==> config.mk <==
export PLATFORM = sky130hd
export DESIGN_NAME = stream_differencer
export DESIGN_NICKNAME = d
export VERILOG_FILES = /design/src/rtl/stream_differencer.sv
export SDC_FILE = /design/constraint.sdc
export NUM_CORES = 1
export LEC_CHECK = 0
export ABC_AREA = 1
export ABC_CLOCK_PERIOD_IN_PS = 2400
export CAP_MARGIN = 20
export CELL_PAD_IN_SITES_DETAIL_PLACEMENT = 0
export CELL_PAD_IN_SITES_GLOBAL_PLACEMENT = 1
export CORE_UTILIZATION = 39
export CTS_CLUSTER_SIZE = 14
export DETAILED_ROUTE_END_ITERATION = 16
export PLACE_DENSITY = 0.88
export SYNTH_ARGS = -nofsm -noshare
export SYNTH_HDL_FRONTEND = slang
export SYNTH_SLANG_ARGS = --single-unit
==> constraint.sdc <==
create_clock -name clk_i -period 2.4 [get_ports clk_i]
set_input_delay 0.24 -clock clk_i [delete_from_list [all_inputs] [get_ports clk_i]]
set_output_delay 0.24 -clock clk_i [all_outputs]
set_load 0.03 [all_outputs]
==> src/rtl/stream_differencer.sv <==
// Streaming signed comb stage: y[n] = x[n] - x[n-DELAY] behind a single-entry
// valid/ready output register, with optional saturation and a sticky overflow flag.
module stream_differencer #(
    parameter int unsigned WIDTH    = 32,
    parameter int unsigned DELAY    = 1,
    parameter bit          SATURATE = 1'b0
) (
    input  logic             clk_i,
    input  logic             rst_i,
    input  logic             clr_i,
    input  logic [WIDTH-1:0] D_i,
    input  logic             valid_i,
    output logic             ready_o,
    output logic [WIDTH-1:0] Q_o,
    output logic             valid_o,
    input  logic             ready_i,
    output logic             ovf_o
);

    logic [DELAY-1:0][WIDTH-1:0] hist_q, hist_d;
    logic [WIDTH-1:0]            q_q, q_d;
    logic                        valid_q, valid_d;
    logic                        ovf_q, ovf_d;

    logic                        accept;
    logic [WIDTH-1:0]            oldest;
    logic [WIDTH:0]              diff;
    logic                        overflow;
    logic [WIDTH-1:0]            result;

    // Readiness depends only on the output register, never on valid_i.
    assign ready_o  = ~rst_i & ~clr_i & (~valid_q | ready_i);
    assign accept   = valid_i & ready_o;

    assign oldest   = hist_q[DELAY-1];
    assign diff     = {D_i[WIDTH-1], D_i} - {oldest[WIDTH-1], oldest};
    assign overflow = diff[WIDTH] ^ diff[WIDTH-1];

    always_comb begin
        result = diff[WIDTH-1:0];
        if (SATURATE && overflow) begin
            // diff[WIDTH] is the true sign of the unbounded result.
            result = diff[WIDTH] ? {1'b1, {(WIDTH-1){1'b0}}} : {1'b0, {(WIDTH-1){1'b1}}};
        end
    end

    always_comb begin
        hist_d  = hist_q;
        q_d     = q_q;
        valid_d = valid_q;
        ovf_d   = ovf_q;
        if (clr_i) begin
            hist_d  = '0;
            q_d     = '0;
            valid_d = 1'b0;
            ovf_d   = 1'b0;
        end else if (accept) begin
            hist_d[0] = D_i;
            for (int i = 1; i < DELAY; i++) begin
                hist_d[i] = hist_q[i-1];
            end
            q_d     = result;
            valid_d = 1'b1;
            ovf_d   = ovf_q | overflow;
        end else if (ready_i) begin
            valid_d = 1'b0;
        end
    end

    always_ff @(posedge clk_i or posedge rst_i) begin
        if (rst_i) begin
            hist_q  <= '0;
            q_q     <= '0;
            valid_q <= 1'b0;
            ovf_q   <= 1'b0;
        end else begin
            hist_q  <= hist_d;
            q_q     <= q_d;
            valid_q <= valid_d;
            ovf_q   <= ovf_d;
        end
    end

    assign Q_o     = q_q;
    assign valid_o = valid_q;
    assign ovf_o   = ovf_q;

endmodule

-- After elaboration in Yosys (flattened, before gate mapping)
Index checks and enable logic that the tools add are counted.
- bits in registers: 66
- bits in latches: 0
- bits in writable memories: 0
- bits in read-only memories: 0
- output and inout bits: 35
- logic and storage cells: 25
- memories: 0
- add/subtract/negate cells: 1
- $mul: 0
- divide/modulo/power cells: 0
- magnitude comparators: 0
- equal/unequal tests: 0
- shift-type cells: 0
- multiplexer cells: 9
- bitwise logic cells: 9
- reductions and logical operators: 2
- operators by type and width (kind ; count):
    32-bit two-way mux ; 4
    32-bit by 32-bit subtractor with 33-bit output ; 1
    1-bit two-way mux ; 5
    1-bit bitwise AND ; 3
    1-bit NOT ; 3
    3-bit nonzero test ; 1
    1-bit bitwise OR ; 2
    2-bit nonzero test ; 1
    1-bit bitwise XOR ; 1

-- Logic depth before layout (Yosys ltp)
- depth after elaboration: 6
- mapped depth: 15
- mapped depth without buffers: 15

-- Worst setup path before layout
Ideal clock, no wire load.
- path kind: register to register
- from: reg hist_q[0] (netlist bit)
- to: reg ovf_q, in the netlist ovf_o
- data arrival time: 1593 ps
- slack: 690 ps
- stages on the path, launching flop included: 14
- clock period less this slack: 1710 ps
- cells stage by stage: dfrtp_1 ha_1 inv_1 fa_1 nand2_1 nand2_2 nand3_2 nand2_2 nand2_1 nand2_2 a21oi_1 nand2_1 nand3_1 nand2_1
- cells in the longest elaborated chain, start to end: 5
- RTL lines (element ; line ; RTL):
    start, declared ; 20 ; logic [DELAY-1:0][WIDTH-1:0] hist_q, hist_d;
    start signal, assigned ; 77 ; hist_q <= hist_d;
    32-bit by 32-bit subtractor with 33-bit output ; 36 ; assign diff = {D_i[WIDTH-1], D_i} - {oldest[WIDTH-1], oldest};
    1-bit bitwise XOR ; 37 ; assign overflow = diff[WIDTH] ^ diff[WIDTH-1];
    1-bit bitwise OR ; 64 ; ovf_d = ovf_q | overflow;
    1-bit two-way mux ; 57 ; end else if (accept) begin
    1-bit two-way mux ; 52 ; if (clr_i) begin
    end signal, assigned ; 80 ; ovf_q <= ovf_d;
    end, declared ; 23 ; logic ovf_q, ovf_d;
Every way passes these cells. The select of a mux whose other input is x is not followed.
A chain may end at the register's enable or synchronous reset.

-- Worst setup path after layout
- from: in D_i[0]
- to: reg q_q[28], in the netlist Q_o[28]
- cells in the longest elaborated chain, start to end: 3
- RTL lines (element ; line ; RTL):
    start, declared ; 11 ; input logic [WIDTH-1:0] D_i,
    32-bit by 32-bit subtractor with 33-bit output ; 36 ;
    32-bit two-way mux ; 57 ;
    32-bit two-way mux ; 52 ;
    end signal, assigned ; 78 ; q_q <= q_d;
    end, declared ; 21 ; logic [WIDTH-1:0] q_q, q_d;
Every way passes these cells. The select of a mux whose other input is x is not followed.

==> flow_summary.yaml <==
finish:
  post-route-util_pct: 50.28
  mostFrequentLayoutCells: "nand2_1, inv_1, clkdlybuf4s50_1, dfrtp_1, nor2_1"
  nFillCells: 1271
  final_net_count: 891
  mostFrequentLayoutCell: "nand2_1"
  post_layout_nonfiller_instances: 992
  num_antenna_cells: 0
  synthToLayoutAreaGrowth_pct: 24.28
  final_layout_size_suffix_gt1_share_pct: 8.374
global_routing:
  grt_pass1_wl_um: 22960
  pin_count_of_the_biggest_net_entering_global_routing: 34
  grt.total_usage_pct: 22.87
  first_global_vias: 4749
  gr-total-overflow: 0
  antenna_violations_before_repair: 0
floorplan:
  die_wd_um: 114.1
  design.die.area_mm2: 0.01302
  initial_utilization_pct: 40.45
  fp.dieH_um: 114.1
  io_pins: 72
  core_region_area_mm2: 0.01211
  num_rows: 40
worst_hold_path:
  hp-class: "input pin to async pin"
power:
  cellPowerDensity_mw_per_mm2: 572.1
  peakVddDrop_uv: 301.7
  switching_share_pct: 34.06
  share_seq_of_total_power_pct: 35.3
  power_leakage_uw: 0.003204
  clock_power_share_pct: 33.9
  power_report.internal_total_uw: 2297
  power_uw: 3484
  pwr-share-comb_pct: 30.9
  power.net_switching_uw: 1187
logic_synthesis:
  dominant_synthesized_flop_cell: "dfrtp_1"
  synth.net_count: 816
  syn-instance-count: 746
  asyncSetResetFlopFracSynth_pct: 100.0
  avgSynthCellArea_um2: 6.568
  synth.ff_latch_count: 66
  synth-warning-count: 0
  number_of_library_cell_types_mapped_by_synthesis: 35
  sequential_element_share_of_the_synthesized_area_pct: 33.71
  synth_edf_count: 0
  synth.cell_area_mm2: 0.004900
sta:
  worst_slew_pin_slew_ps: 695.1
  layout_worst_path_cycle_share_pct: 82.70
  report.final.slew_viol_count: 0
  achievable-frequency_ghz: 0.5038
  final.setup.worst_slack_ps: 415.1
  final.setup_skew_ps: 7.754
  rsz0062_at_grt: "no"
  finalSetupViolCount: 0
  timing_hold_violations_final: 0
  timing.final.crit_period_ps: 1985
  tns_ps: 0
  slew_headroom_pct: 53.59
cts:
  cts_hold_buffers: 0
  cts_tree: "done"
  cts_resized: 0
  worstSkewPairLatency_ps: 340
  cts_max_path_buffers: 2
  h-tree-depth: 3
  cts.reportedPaths.clkPinSlew_ps: 60
  cts_num_sinks: 66
  post-cts-setup-buffer-count: 0
  clk_root_buffer_cell: "clkbuf_16"
  tritoncts.num_buffers: 9
placement:
  globalplace.congestion: 0.9211
  dpl.hpwl_um: 10440
  numPortBuffers: 71
  post-place-ws_ps: 76.65
  dpl.cell_count: 978
critical_path:
  worst-endpoint-arrival_ps: 2210
  cell_with_the_largest_stage_delay_on_the_worst_path: "clkdlybuf4s50_1"
  timing_worst_setup_path_type: "input pin to flop"
  critical_path_peak_fanout: 4
  timing.reg2reg.worst_path_depth: 13
  worst_path_largest_cell_delay_ps: 390
  regToRegStartpoint: "hist_q[0]"
  r2r-end: "Q_o[28]"
  crit_end: "Q_o[28]"
  cp_cell_sequence: "clkdlybuf4s50_1 -> inv_1 -> ha_1 -> inv_1 -> fa_1 -> nand2_1 -> nand2_2 -> nand3_2 -> nand2_2 -> nand2_1 -> nand2_2 -> nand2_1 -> nand3_1 -> nand3_1 -> nand2_1"
  end_kind: "flop"
  critPathLaunchType: "input pin"
  crit_start: "D_i[0]"
  rrSetupSlack_ps: 440
  crit_path_frequent_cell: "nand2_1"
  timing.critical_path.required_ps: 2630
status:
  run_status: "completed"
drt:
  route.detailed.drc: 0
  avgViaCountPerCell: 4.833
  drt.antenna.violating_nets: 0
  first_iter_violations: 271
  drt_first_pass_iters: 5
  avgRoutedWirePerCell_um: 13.76
  wl_um: 13650
  route.vias.total: 4794
job:
  drv.max_cap_violation_count: 0
metal layers:
metal / routed length [µm] / part of all wire [%] / track usage [%]
met5: 0 / 0 / 0
met4: 274 / 2.0 / 9.524
met3: 683 / 5.0 / 3.653
met2: 6072 / 44 / 35.68
met1: 6621 / 48 / 31.53
flip-flops by register name, indices dropped and copies added, names as in the netlist:
signal,count
Q_o,32
hist_q,32
ovf_o,1
valid_o,1
worst min path at each step:
| stage | endpoint | startpoint | slack (ps) |
|---|---|---|---|
| 2_1_floorplan | Q_o[5] | clr_i | 340 |
| 3_5_place_dp | Q_o[24] | Q_o[24] | 470 |
| 4_1_cts | Q_o[22] | rst_i | 400 |
| 5_1_grt | Q_o[22] | rst_i | 440 |
| 3_3_place_gp | Q_o[12] | Q_o[12] | 460 |
| 6_report | Q_o[18] | rst_i | 380 |
per-stage QoR:
step,area [µm²],hold WS (ps)
floorplan,4900,335.8
global route,6090,438.5
global placement,5836,463.8
CTS,6090,398.0
finish,6090,378.5
detailed placement,5836,465.8
cells in the mapped netlist, types with 2 or more instances:
| cell | count | area (µm²) |
|---|---|---|
| inv_1 | 123 | 461.7 |
| inv_2 | 8 | 30.03 |
| nand4_1 | 3 | 18.77 |
| o21ai_1 | 6 | 30.03 |
| nand2_1 | 285 | 1070 |
| nand2_2 | 25 | 156.4 |
| buf_2 | 12 | 60.06 |
| a22o_1 | 2 | 17.52 |
| nand3_1 | 32 | 160.2 |
| nand3b_1 | 5 | 37.54 |
| o31ai_1 | 2 | 15.01 |
| ha_1 | 32 | 400.4 |
| nor2_4 | 2 | 22.52 |
| nor3_2 | 2 | 20.02 |
| a21oi_1 | 30 | 150.1 |
| nor2_2 | 5 | 31.28 |
| nand3_2 | 2 | 20.02 |
| nor2_1 | 43 | 161.4 |
| o21bai_1 | 4 | 30.03 |
| o21ai_0 | 40 | 200.2 |
| dfrtp_1 | 66 | 1652 |
| a21oi_2 | 4 | 35.03 |
cell type report:
class                           count  area, µm²  share of cell area [%]
Multi-Input combinational cell    536       2693                   44.22
Inverter                          132      495.5                   8.136
Timing Repair Buffer               76      785.8                   12.90
Tap cell                          168      210.2                   3.452
Sequential cell                    66       1652                   27.12
Clock buffer                       14      254.0                   4.171
worst max-delay path, delay by kind of cell:
family	cells	cell delay, ps
buffers and inverters	3	540
adder cells (fa/ha/maj)	2	540
AND/OR/NAND/NOR	10	910
power by group through the flow:
stage,combinational (µW),clock [µW],sequential [µW]
after global routing,1200,1250,1240
final,1070,1180,1230
after floorplan,616,0,1330
after CTS,1080,1210,1230
after detailed placement,1070,0,1250
after global placement,1060,0,1250
cells by family (layout without fill, tap and decap cells):
logic type,Yosys count,after routing,synth area share (%)
AO/OA/AOI/OAI,92,92,10.44
XOR/XNOR,1,1,0.1788
adder cells (fa/ha/maj),33,33,8.580
buffers and inverters,144,222,11.34
flip-flops,66,66,33.71
AND/OR/NAND/NOR,410,410,35.75
Power figures use the tool's default switching activity.
